$ cat config.mk
export PLATFORM = sky130hd
export DESIGN_NAME = midi_uart_tx
export DESIGN_NICKNAME = d
export VERILOG_FILES = /design/src/rtl/midi_uart_tx_pkg.sv /design/src/rtl/midi_uart_tx_byte_fifo.sv /design/src/rtl/midi_uart_tx.sv
export SDC_FILE = /design/constraint.sdc
export NUM_CORES = 1
export LEC_CHECK = 0
export ABC_CLOCK_PERIOD_IN_PS = 4700
export CAP_MARGIN = 20
export CORE_MARGIN = 2
export CORE_UTILIZATION = 60
export DETAILED_ROUTE_END_ITERATION = 8
export GPL_ROUTABILITY_DRIVEN = 0
export PLACE_DENSITY = 0.82
export REMOVE_ABC_BUFFERS = 1
export SYNTH_ARGS = -nofsm -noshare
export SYNTH_HDL_FRONTEND = slang
export SYNTH_SLANG_ARGS = --single-unit
$ cat constraint.sdc
create_clock -name clk_i -period 4.7 [get_ports clk_i]
set_clock_uncertainty 0.2 [all_clocks]
set_input_delay 0.705 -clock clk_i [delete_from_list [all_inputs] [get_ports clk_i]]
set_output_delay 0.705 -clock clk_i [all_outputs]
set_load 0.05 [all_outputs]
$ cat src/rtl/midi_uart_tx_pkg.sv
// Shared constants and types for the MIDI/UART transmit path: default bit period,
// TX FSM state encodings and the debug snapshot exposed by the transmitter.
package midi_uart_tx_pkg;

  // 50 MHz system clock / 31250 baud MIDI line
  localparam int MIDI_CLKS_PER_BIT = 1600;

  localparam logic [1:0] TX_IDLE  = 2'd0;
  localparam logic [1:0] TX_START = 2'd1;
  localparam logic [1:0] TX_DATA  = 2'd2;
  localparam logic [1:0] TX_STOP  = 2'd3;

  typedef struct packed {
    logic [1:0] state;
    logic [2:0] bit_cnt;
    logic       stop_idx;
    logic       fifo_full;
    logic       fifo_empty;
  } tx_dbg_t;

endpackage

$ cat src/rtl/midi_uart_tx_byte_fifo.sv
// Small synchronous FIFO with first-word-fall-through output; shared by the TX path
// and intended for reuse as the RX byte buffer.
module byte_fifo #(
  parameter int DEPTH = 4,
  parameter int WIDTH = 8
) (
  input  logic             clk_i,
  input  logic             nrst_i,
  input  logic             wr_en_i,
  input  logic [WIDTH-1:0] wr_data_i,
  input  logic             rd_en_i,
  output logic [WIDTH-1:0] rd_data_o,
  output logic             full_o,
  output logic             empty_o
);

  localparam int AW = $clog2(DEPTH);

  // One extra pointer bit distinguishes full from empty when the indices match
  logic [AW:0]      r_wr_ptr;
  logic [AW:0]      r_rd_ptr;
  logic [WIDTH-1:0] r_mem [DEPTH];

  logic w_push;
  logic w_pop;

  assign full_o  = (r_wr_ptr[AW] != r_rd_ptr[AW]) &&
                   (r_wr_ptr[AW-1:0] == r_rd_ptr[AW-1:0]);
  assign empty_o = (r_wr_ptr == r_rd_ptr);
  assign w_push  = wr_en_i && !full_o;
  assign w_pop   = rd_en_i && !empty_o;

  assign rd_data_o = r_mem[r_rd_ptr[AW-1:0]];

  always_ff @(posedge clk_i or negedge nrst_i) begin
    if (!nrst_i) begin
      r_wr_ptr <= '0;
      r_rd_ptr <= '0;
    end else begin
      if (w_push) r_wr_ptr <= r_wr_ptr + 1'b1;
      if (w_pop)  r_rd_ptr <= r_rd_ptr + 1'b1;
    end
  end

  always_ff @(posedge clk_i) begin
    if (w_push) r_mem[r_wr_ptr[AW-1:0]] <= wr_data_i;
  end

endmodule

$ cat src/rtl/midi_uart_tx.sv
// MIDI/UART transmitter: 8N1 (or 8N2) frames, LSB first, idle-high line, bytes
// buffered in a FIFO and sent back-to-back with no idle gap between frames.
module midi_uart_tx
  import midi_uart_tx_pkg::*;
#(
  parameter int CLKS_PER_BIT = MIDI_CLKS_PER_BIT,
  parameter int STOP_BITS    = 1,
  parameter int FIFO_DEPTH   = 4
) (
  input  logic       clk_i,
  input  logic       nrst_i,
  input  logic [7:0] data_i,
  input  logic       valid_i,
  output logic       ready_o,
  output logic       txData_o,
  output logic       busy_o,
  output tx_dbg_t    dbg_o
);

  localparam int BW = (CLKS_PER_BIT > 1) ? $clog2(CLKS_PER_BIT) : 1;
  localparam logic [BW-1:0] BAUD_LAST = BW'(CLKS_PER_BIT - 1);
  localparam logic          STOP_LAST = 1'(STOP_BITS - 1);

  logic [1:0]    r_state;
  logic [BW-1:0] r_baud;
  logic [2:0]    r_bit_cnt;
  logic          r_stop_idx;
  logic [7:0]    r_shift;
  logic          r_tx;

  logic       w_full;
  logic       w_empty;
  logic       w_push;
  logic       w_pop;
  logic [7:0] w_fifo_data;
  logic       w_bit_end;
  logic       w_stop_end;

  // Handshake: a byte transfers on every rising edge where valid_i && ready_o.
  // ready_o depends only on FIFO fullness, so a pop on the same edge as a full
  // FIFO never opens a slot for that edge's push.
  assign ready_o = !w_full;
  assign w_push  = valid_i && !w_full;

  byte_fifo #(
    .DEPTH (FIFO_DEPTH),
    .WIDTH (8)
  ) u_fifo (
    .clk_i     (clk_i),
    .nrst_i    (nrst_i),
    .wr_en_i   (w_push),
    .wr_data_i (data_i),
    .rd_en_i   (w_pop),
    .rd_data_o (w_fifo_data),
    .full_o    (w_full),
    .empty_o   (w_empty)
  );

  assign w_bit_end  = (r_baud == BAUD_LAST);
  assign w_stop_end = (r_state == TX_STOP) && w_bit_end && (r_stop_idx == STOP_LAST);
  // Pop from idle, or at the end of a stop period so the next start bit follows directly
  assign w_pop      = !w_empty && ((r_state == TX_IDLE) || w_stop_end);

  always_ff @(posedge clk_i or negedge nrst_i) begin
    if (!nrst_i) begin
      r_state    <= TX_IDLE;
      r_baud     <= '0;
      r_bit_cnt  <= '0;
      r_stop_idx <= 1'b0;
      r_shift    <= '0;
      r_tx       <= 1'b1;
    end else begin
      case (r_state)
        TX_IDLE: begin
          r_baud <= '0;
          r_tx   <= 1'b1;
          if (w_pop) begin
            r_shift <= w_fifo_data;
            r_state <= TX_START;
            r_tx    <= 1'b0;
          end
        end
        TX_START: begin
          if (w_bit_end) begin
            r_baud  <= '0;
            r_state <= TX_DATA;
            r_tx    <= r_shift[0];
          end else begin
            r_baud <= r_baud + 1'b1;
          end
        end
        TX_DATA: begin
          if (w_bit_end) begin
            r_baud    <= '0;
            r_bit_cnt <= r_bit_cnt + 3'd1;
            if (r_bit_cnt == 3'd7) begin
              r_state    <= TX_STOP;
              r_stop_idx <= 1'b0;
              r_tx       <= 1'b1;
            end else begin
              r_shift <= {1'b0, r_shift[7:1]};
              r_tx    <= r_shift[1];
            end
          end else begin
            r_baud <= r_baud + 1'b1;
          end
        end
        TX_STOP: begin
          if (w_bit_end) begin
            r_baud <= '0;
            if (r_stop_idx == STOP_LAST) begin
              r_stop_idx <= 1'b0;
              if (w_pop) begin
                r_shift <= w_fifo_data;
                r_state <= TX_START;
                r_tx    <= 1'b0;
              end else begin
                r_state <= TX_IDLE;
                r_tx    <= 1'b1;
              end
            end else begin
              r_stop_idx <= r_stop_idx + 1'b1;
            end
          end else begin
            r_baud <= r_baud + 1'b1;
          end
        end
        default: begin
          r_state <= TX_IDLE;
          r_baud  <= '0;
          r_tx    <= 1'b1;
        end
      endcase
    end
  end

  assign txData_o = r_tx;
  assign busy_o   = (r_state != TX_IDLE) || !w_empty;

  assign dbg_o.state      = r_state;
  assign dbg_o.bit_cnt    = r_bit_cnt;
  assign dbg_o.stop_idx   = r_stop_idx;
  assign dbg_o.fifo_full  = w_full;
  assign dbg_o.fifo_empty = w_empty;

endmodule

**Yosys cells after proc, flatten, opt, wreduce, memory -nomap -nowiden**

Memory sizes are Yosys's and may differ from the RTL's.
Cells that the tools add are included.

- Reductions and logical operators: 21
- Bitwise logic cells: 1
- Equal/unequal tests: 15
- $add $sub $neg: 5
- Multiplexer cells: 30

Operators with widths:

| operator | number |
|---|---|
| $mux 8 | 5 |
| $pmux 8 s3 | 1 |
| $pmux 11 s2 | 1 |
| $mux 1 | 13 |
| $mux 2 | 6 |
| $ne 2x2->1 const B | 6 |
| $add 11x1->11 const B | 1 |
| $eq 11x11->1 const B | 1 |
| $mux 11 | 1 |
| $add 3x1->3 const B | 3 |
| $pmux 2 s4 | 1 |
| $reduce_and 4->1 | 2 |
| $logic_and 1x1->1 | 7 |
| $reduce_and 6->1 | 1 |
| $reduce_and 5->1 | 1 |
| $eq 2x2->1 const B | 2 |
| $pmux 1 s4 | 1 |
| $reduce_bool 2->1 | 2 |
| $eq 3x3->1 | 1 |
| $eq 3x3->1 const B | 1 |
| $reduce_bool 3->1 | 1 |
| $reduce_or 3->1 | 1 |
| $eq 2x1->1 const B | 1 |
| $eq 2x2->1 | 1 |
| other kinds (9) | 11 |

- Bits in writable memories: 32
- Memories kept: 1
- Bits of input ports: 11
- Output and inout bits: 11
- Word-level logic and storage cells: 81
- Register bits after elaboration: 32

Memory list:

| name | depth | bits a word | read ports | clocked after memory_dff | wr ports | line | text |
|---|---|---|---|---|---|---|---|
| u_fifo.r_mem | 4 | 8 | 1 | 0 | 1 | midi_uart_tx_byte_fifo.sv:22 | `logic [WIDTH-1:0] r_mem [DEPTH];` |

**Longest topological paths before layout**

Gate-level depths: netlist of run 1.

- Word-level depth: 9
- Depth in mapped cells: 8
- Gate-level depth less buffers: 7

**Modules after synthesis**

A second synthesis of run 1 with hierarchy kept.

- Cells, all modules: 244
- Area, all modules: 3,051.7 um^2

Modules (own cells, without submodules):

| module | instances | cells an instance | sequential area each (um^2) | area an instance (um^2) |
|---|---|---|---|---|
| byte_fifo | 1 | 90 | 1,111.1 | 1,629.1 |
| midi_uart_tx | 1 | 154 | 626.9 | 1,422.6 |

**Least setup slack after synthesis of run 1**

Ideal clock, no wire load.

- Path type: flip-flop to output port
- Start: register u_fifo.r_rd_ptr[0]
- End: output dbg_o[1] in the netlist's numbering
- Path slack: 2,225 ps
- Buffers on the path: 2
- Cell stages (with the launch flop): 6
- Arrival time: 1,570 ps
- Data required time: 3,795 ps
- Cell sequence: dfrtp_1 buf_4 xnor2_1 nand3b_1 inv_1 buf_4

- Word-level cells in the longest chain between the ends: 2

RTL lines:

| element | line | text |
|---|---|---|
| start, declared | midi_uart_tx_byte_fifo.sv:21 | `logic [AW:0] r_rd_ptr;` |
| start signal, assigned | midi_uart_tx_byte_fifo.sv:41 | `if (w_pop) r_rd_ptr <= r_rd_ptr + 1'b1;` |
| $eq 2x2->1 | midi_uart_tx_byte_fifo.sv:28 | `(r_wr_ptr[AW-1:0] == r_rd_ptr[AW-1:0]);` |
| $logic_and 1x1->1 | midi_uart_tx_byte_fifo.sv:27 | `assign full_o = (r_wr_ptr[AW] != r_rd_ptr[AW]) &&` |
| end, declared | midi_uart_tx.sv:17 | `output tx_dbg_t dbg_o` |

No other way between the ends.

==> impl_summary.md, run 1 <==
Power
In this run switching power makes up 26.0% of total power. The leakage component of the power is 1.33 nW. The peak supply drop is 0.296 mV. The clock network fraction of design power is 35.4%. Internal power comes to 0.00103 W. The part of the total power dissipated in combinational logic is 15.5%. In this run the power density over the cells is 415 mW/mm².

The total net switching power is 0.000361 W. Of the total power, registers draw 49.0%.

Placement
Once placement finished, the instance area stood at 0.00314 mm². Detailed placement ended at an HPWL of 3.37 mm. The pre-CTS worst setup slack is 1680 ps. The number of port buffers is 20.

Final layout
The fraction of layout instances using a drive strength above 1 is 12.5%. The most common cell after layout, fill and taps aside is sky130_fd_sc_hd__edfxtp_1. The finished cells cover 0.00335 mm². The final layout contains 259 nets. The repair_antennas step left the layout with diodes totalling 0. Leaving out fill and tap cells, the most frequent cells in the layout are sky130_fd_sc_hd__edfxtp_1 (32), sky130_fd_sc_hd__dfrtp_1 (30), sky130_fd_sc_hd__clkdlybuf4s50_1 (20). Fill cells in the final layout number 312.

Across the whole layout, storage elements account for 0.00174 mm². The area of the multi-input gates is 0.00109 mm². From synthesis to final layout, the design area changed by 14.7%.

Synth
Of all flip-flops after synthesis, the portion carrying an async set or reset was 49.2%. The number of storage elements in the synthesis netlist is 63. The distinct cell type count of the synthesized netlist is 45. The proportion of synthesized chip area in sequential cells is 59.6%. Sorting the synthesized cells by area gives the leading types as sky130_fd_sc_hd__edfxtp_1 (33%), sky130_fd_sc_hd__dfrtp_1 (26%), sky130_fd_sc_hd__mux4_2 (6.2%), sky130_fd_sc_hd__ha_1 (5.6%), sky130_fd_sc_hd__o221a_1 (2.7%). The cell taking the most area after synthesis is sky130_fd_sc_hd__edfxtp_1. The count of yosys warnings during synthesis is 0. The primary flip-flop cell chosen by synthesis mapping is sky130_fd_sc_hd__edfxtp_1. The share of synthesized area in the top cell type comes to 32.9%. Averaged over all synthesized cells, the footprint is 13.8 µm². The number of cells produced by synthesis is 212. The mapped netlist covers 0.00292 mm².

The number of flops mapped to enable cells by yosys is 32.

Die
From bottom edge to top edge, the die measures 73.7 µm. The number of top-level pins is 22. Row generation in the floorplan step produced 25 rows. The area inside the core boundary is 0.00469 mm².

Measured along the x axis, the die boundary spans 73.7 µm. The effective utilization at floorplan is 62.2%. The floorplan step defined a die boundary enclosing 0.00544 mm².

Setup path
In this run the critical register-to-register path is launched from u_fifo.r_rd_ptr[0]. The timing endpoint of the critical path is dbg_o[0]. At the worst endpoint, the required time is 3800 ps. The slack of the worst reg-to-reg path is 2250 ps. The arrival time of data at the critical path endpoint is 2450 ps. In this run the critical register-to-register path is captured at r_shift[6].

The maximum net fanout on the critical path is 11. The worst setup path is of the register to primary output kind. The number of cells on the worst reg-to-reg path is 5. The nature of the critical path startpoint is a register. The endpoint kind of the worst setup timing path is a primary output. The critical path starts at u_fifo.r_rd_ptr[0].

CTS
The number of gates resized after CTS was 0. Clock tree synthesis selected as its root buffer the cell sky130_fd_sc_hd__clkbuf_8. The later-pin clock latency in the skew report is 330 ps. CTS saw 63 sinks. The H-tree generated during clock tree synthesis spans 3 levels. Clock tree synthesis inserted a total of 9 buffers. The clock input transition at the sequential cells of the worst setup and hold paths is 60 ps. The count of buffers added by post-CTS timing repair for setup is 0. The CTS tree is built. The number of hold buffers added after CTS was 0. The buffer levels on the longest clock path is 2.

STA
The final critical delay including setup and external delays is 3350 ps. The final setup slack of the worst path is 1350 ps. For this run, the top clock speed supported by timing is 298 MHz. At the pin with the least slew margin, the transition time is 702 ps. Setup violations remaining at the end of the flow were counted as 0. For the final routed database, the setup TNS stands at 0 ps. The total count of hold-check failures in the final report is 0.

The number of pins exceeding their max-slew limit in the final report is 0. The relative slew slack is 52.8%. Setup repair after global routing left no endpoint under its margin.

The fraction of the cycle the final worst path needs is 71.3%.

Drt
For this block, the via count after detailed routing is 1759. The final routed wirelength across all metal layers is 4.84 mm. The count of TritonRoute iterations in the first routing pass is 4.

In this run the remaining antenna-violating nets after routing total 0. The via count normalized by instance count is 5.98. For this run, design rule violations remaining after detail routing come to 0. In the final routed layout, each cell accounts on average for 16.4 µm. The iteration-0 DRC count of the detailed router is 149.

Job
The number of maximum-capacitance constraint violations is 0.

Global route
The global-route congestion overflow total is 0. The wire length of the first global-routing pass is 8.22 mm. The number of global-route vias before repair was 1715. The initial antenna violation count is 0. In the global route stage, overall resource usage came out at 21.2%. The pin count of the biggest net entering global routing is 32.

Worst hold path
The worst hold path belongs to the class register to register.

Run status
The run finished with clean final reports.
-- kinds of logic after synthesis --
group           share of synthesized area [%]
compound gates                           6.82
xor+xnor                                 4.80
fa+ha+maj                                5.57
buf+inv                                  2.96
flops                                    59.6
mux                                      8.02
other cells                             0.129
simple gates                             12.1
-- worst max-delay path, cell delays in order, from the launching register on --
cell,delay [ps]
sky130_fd_sc_hd__dfrtp_1,740
sky130_fd_sc_hd__xnor2_1,210
sky130_fd_sc_hd__nand3_1,160
sky130_fd_sc_hd__inv_1,180
sky130_fd_sc_hd__clkdlybuf4s50_1,830
-- registers in the layout, indices dropped and copies added (netlist names) --
register,count
r_baud,11
r_bit_cnt,3
r_shift,8
r_state,2
txData_o,1
u_fifo.r_mem,32
u_fifo.r_rd_ptr,3
u_fifo.r_wr_ptr,3
-- power by group through the flow --
stage          logic (W)  clock network, W  registers [W]
2_1_floorplan   0.000147                 0       0.000683
3_3_place_gp    0.000212                 0       0.000688
3_5_place_dp    0.000217                 0       0.000692
4_1_cts         0.000218          0.000502       0.000681
5_1_grt         0.000237          0.000529       0.000685
6_report        0.000215          0.000492       0.000681
-- through the flow --
step	instances	power (W)	util, %	hold WS (ps)
6_report	294	0.00139	71.3	283
5_1_grt	294	0.00145	71.3	308
2_1_floorplan	203	0.000830	-	209
3_5_place_dp	278	0.000909	66.9	276
3_3_place_gp	278	0.000900	66.9	272
4_1_cts	294	0.00140	71.3	286
-- per-layer routing --
layer	wire length, µm	part of all wire, %	track usage (%)
met2	2350	49	31.9
met4	117	2.4	10.9
met3	165	3.4	6.17
met1	2200	46	28.0
met5	0	0	0
-- synth_stat cells (all sizes together), types with 2 or more instances --
master   n
and2     2
nor2    15
edfxtp  32
o221a    7
nand4    4
buf      7
and3     5
mux2     3
mux2i    2
inv      9
ha      13
nor3     3
a21oi    5
mux4     8
clkbuf   2
or4      2
xnor2    8
nand2   12
nand2b   9
dfrtp   30
xor2     8
nand3    5
-- how the worst min path moves through the flow --
| stage | endpoint | startpoint | slack [ps] | cells after the start |
|---|---|---|---|---|
| after global routing | u_fifo.r_wr_ptr[2] | u_fifo.r_wr_ptr[2] | 310 | 1 |
| after floorplan | r_baud[0] | nrst_i | 210 | 0 |
| after global placement | r_baud[0] | r_baud[0] | 270 | 1 |
| after detailed placement | txData_o | txData_o | 280 | 2 |
| final | txData_o | txData_o | 280 | 2 |
| after CTS | r_baud[0] | r_baud[0] | 290 | 1 |
-- layout make-up --
type,instances,share of cell area (%)
flip-flops and latches,63,51.9
clock buffers,11,3.93
clock inverters,5,2.21
repair buffers,21,6.21
multi-input cells,131,32.7
well taps,54,2.02
inverters,9,1.01
(Power assumes the default switching activity.)
==> run 2, diff against run 1 <==
--- a/config.mk
+++ b/config.mk
@@ -5,13 +5,13 @@
 export SDC_FILE = /design/constraint.sdc
 export NUM_CORES = 1
 export LEC_CHECK = 0
-export ABC_CLOCK_PERIOD_IN_PS = 4700
+export ABC_CLOCK_PERIOD_IN_PS = 3400
 export CAP_MARGIN = 20
 export CORE_MARGIN = 2
-export CORE_UTILIZATION = 60
+export CORE_UTILIZATION = 58
 export DETAILED_ROUTE_END_ITERATION = 8
 export GPL_ROUTABILITY_DRIVEN = 0
-export PLACE_DENSITY = 0.82
+export PLACE_DENSITY = 0.79
 export REMOVE_ABC_BUFFERS = 1
 export SYNTH_ARGS = -nofsm -noshare
 export SYNTH_HDL_FRONTEND = slang
==> constraint.sdc (replaced) <==
create_clock -name clk_i -period 3.4 [get_ports clk_i]
set_clock_uncertainty 0.2 [all_clocks]
set_input_delay 0.51 -clock clk_i [delete_from_list [all_inputs] [get_ports clk_i]]
set_output_delay 0.51 -clock clk_i [all_outputs]
set_load 0.05 [all_outputs]
==> run 2 against run 1 <==
  * Clock power increased by 29%
  * Hold slack better by 6.0 ps
  * Sequential cell count is the same
  * Worst setup slack lost 1000 ps
  * Die area up 3.3%
  * Register-to-register slack worse by 1300 ps
  * Power rose by 35%
  * Final cell count grew 4.8%
  * Critical path depth unchanged
  * Sequential share of layout area shrank 0.23 points
==> impl_summary.md, run 2 (synthesis results as in run 1) <==
Drt
The detailed-route wire length per cell is 15.9 µm (-3.3%). The residual antenna-violating net count after detailed routing came to 0 (unchanged). The count of TritonRoute iterations in the first routing pass is 4 (unchanged). The number of design rule violations left after detail routing is 0 (unchanged).

The via count normalized by instance count is 5.59 (-6.6%). The final routed wirelength across all metal layers was 4.90 mm (+1.3%). The via count of the routed design is 1721 (-2.2%). The iteration-0 DRC count of the detailed router is 97 (-35%).

STA
Setup repair after global routing left no endpoint under its margin. The worst path in the final design needs a cycle of 3060 ps, including I/O delays and setup. The relative slew slack is 45.8% (-7.1 points).

Dividing the final minimum period by the clock period gives 90.0%. The worst hold margin was 289 ps (+6.02 ps). The total count of hold-check failures in the final report is 0 (unchanged). The upper clock frequency limit is 327 MHz. The final setup TNS came to 0 ps (unchanged). The transition at the pin with the smallest max-transition slack was 807 ps (+105 ps). The number of failing setup endpoints in the final timing report came to 0 (unchanged). The number of pins exceeding their max-slew limit in the final report is 0 (unchanged).

Job
The number of maximum-capacitance constraint violations came to 0 (unchanged).

Setup path
On the critical path, the stage with the largest delay is an instance of sky130_fd_sc_hd__clkdlybuf4s50_1. The required time of the critical path is 2690 ps (-1110 ps). The buffering stage count on the worst path with inverters included is 2 (unchanged). The worst setup path is launched from a register. The largest stage delay on the critical path is 830 ps (about the same). The maximum net fanout on the critical path is 11 (unchanged). The arrival time of data at the critical path endpoint is 2350 ps (-100 ps).

The critical path goes through xnor2_1, nand3_1, inv_1, clkdlybuf4s50_1. The worst setup path is of the register to primary output kind. The endpoint kind of the worst setup timing path is a primary output. The largest delay contributor family on the critical path is buffers and inverters.

Global route
The wire length of the first global-routing pass is 8.45 mm (+2.9%). The initial antenna violation count is 0 (unchanged). The pin count of the biggest net entering global routing is 18 (-44%). The global-route congestion overflow total is 0 (unchanged). The global-route usage over all layers is 21.0% (-0.23 points). The number of global-route vias before repair is 1729 (+0.82%).

CTS
The number of hold-repair buffers added at the cts stage is 0 (unchanged). The total clock sinks is 63 (unchanged). The quantity of gates resized following cts is 0 (unchanged). The buffer levels on the longest clock path is 2 (unchanged). The count of buffers added by post-CTS timing repair for setup is 0 (unchanged).

CTS placed an instance of sky130_fd_sc_hd__clkbuf_8 at the clock tree root. TritonCTS built the clock tree. The TritonCTS buffer count is 9 (unchanged). The number of H-tree branching levels is 3 (unchanged). The later-pin clock latency in the skew report is 330 ps (about the same). The clock input transition at the sequential cells of the worst setup and hold paths came to 70 ps (about the same).

Placement
The number of port buffers is 20 (unchanged). The detailed placement HPWL is 3.44 mm (+2.3%). The total cell area at the placement stage is 0.00316 mm² (+0.76%).

Final layout
The flip-flop count of the largest register, all copies and words added came to 32 (unchanged). The net count of the finished layout is 260 (+0.39%). The antenna diode count was 0 (unchanged). The most common cell after layout, fill and taps aside is sky130_fd_sc_hd__edfxtp_1.

Leaving out fill and tap cells, the most frequent cells in the layout are sky130_fd_sc_hd__edfxtp_1 (32), sky130_fd_sc_hd__dfrtp_1 (30), sky130_fd_sc_hd__clkdlybuf4s50_1 (20). The post-route cell area came to 0.00336 mm² (+0.45%). The register area is 0.00174 mm² (unchanged). The number of fill cells in the layout is 334 (+7.1%). The area of the multi-input gates is 0.00109 mm² (unchanged). Relative to the synthesized area, the layout overhead comes to 15.2%. The fraction of layout instances using a drive strength above 1 came to 13.7% (+1.2 points).

Die
The effective utilization at floorplan is 61.0% (-1.2 points). The die span in x was 74.9 µm (+1.6%). The height of the die is 74.9 µm (+1.6%). The area of the die is 0.00561 mm² (+3.3%). The row count came to 25 (unchanged). The number of top-level pins is 22 (unchanged). The area inside the core boundary is 0.00479 mm² (+2.0%).

Run status
The flow ran to the end, and the final reports show no timing, DRC or antenna violations.

Power
The peak supply drop is 0.575 mV (+94%). The power per cell area was 558 mW/mm² (+34%). The leakage component of the power is 1.31 nW (-1.1%).

The overall power after layout was 0.00187 W (+35%).

Worst hold path
The path class of the lowest-slack min-delay path is register to register.
run 2: cell count changes in the layout (fill, tap and decap cells not counted):
cell / before / now
sky130_fd_sc_hd__clkinvlp_4: 0 / 4
sky130_fd_sc_hd__bufinv_16: 2 / 1
sky130_fd_sc_hd__clkinv_2: 2 / 0
sky130_fd_sc_hd__buf_4: 1 / 2
sky130_fd_sc_hd__inv_6: 0 / 1
sky130_fd_sc_hd__clkbuf_1: 2 / 0
run 2: final timing paths:
kind	from	endpoint	slack (ps)	cells after the start
setup / recovery	u_fifo.r_rd_ptr[1]	dbg_o[0]	340	4
hold / removal	txData_o	txData_o	290	2
setup reg to reg	r_state[0]	r_shift[4]	980	6
hold reg to reg	txData_o	txData_o	290	2
min in group asynchronous	nrst_i	r_bit_cnt[1]	380	1
max in group asynchronous	nrst_i	r_baud[2]	1950	2
run 2: area by class of cell:
| type | instances | share of cell area, % |
|---|---|---|
| timing repair buffer | 22 | 6.40 |
| multi-input combinational | 131 | 32.5 |
| sequential | 63 | 51.7 |
| clock inverter | 7 | 2.16 |
| inverter | 9 | 1.01 |
| clock buffer | 9 | 3.69 |
| tap | 67 | 2.49 |
run 2: worst register-to-register path, stage by stage (launching register included):
cell and delay [ps]:
sky130_fd_sc_hd__dfrtp_1 420, sky130_fd_sc_hd__inv_1 160, sky130_fd_sc_hd__ha_1 400, sky130_fd_sc_hd__nand2b_1 200, sky130_fd_sc_hd__nor3_1 660, sky130_fd_sc_hd__nand2b_1 140
sky130_fd_sc_hd__o221a_1 150
run 2: where the power goes:
part	internal (W)	switching, W
registers	0.000905	0.0000360
logic	0.000108	0.000191
clock network	0.000338	0.000295
run 2: layer usage:
metal | vias up | share of wire (%) | GRT usage, %
li1 | 830 | - | -
met1 | 842 | 48 | 28.7
met2 | 39 | 47 | 31.8
met3 | 10 | 3.2 | 6.02
met4 | 0 | 1.9 | 8.53
met5 | - | 0 | 0
run 2: per-stage QoR:
step	utilization, %	setup slack (ps)	std cells
6_report	70.2	339	308
5_1_grt	70.2	179	308
4_1_cts	70.2	342	308
3_5_place_dp	66.1	717	292
3_3_place_gp	66.1	760	292
2_1_floorplan	-	825	203
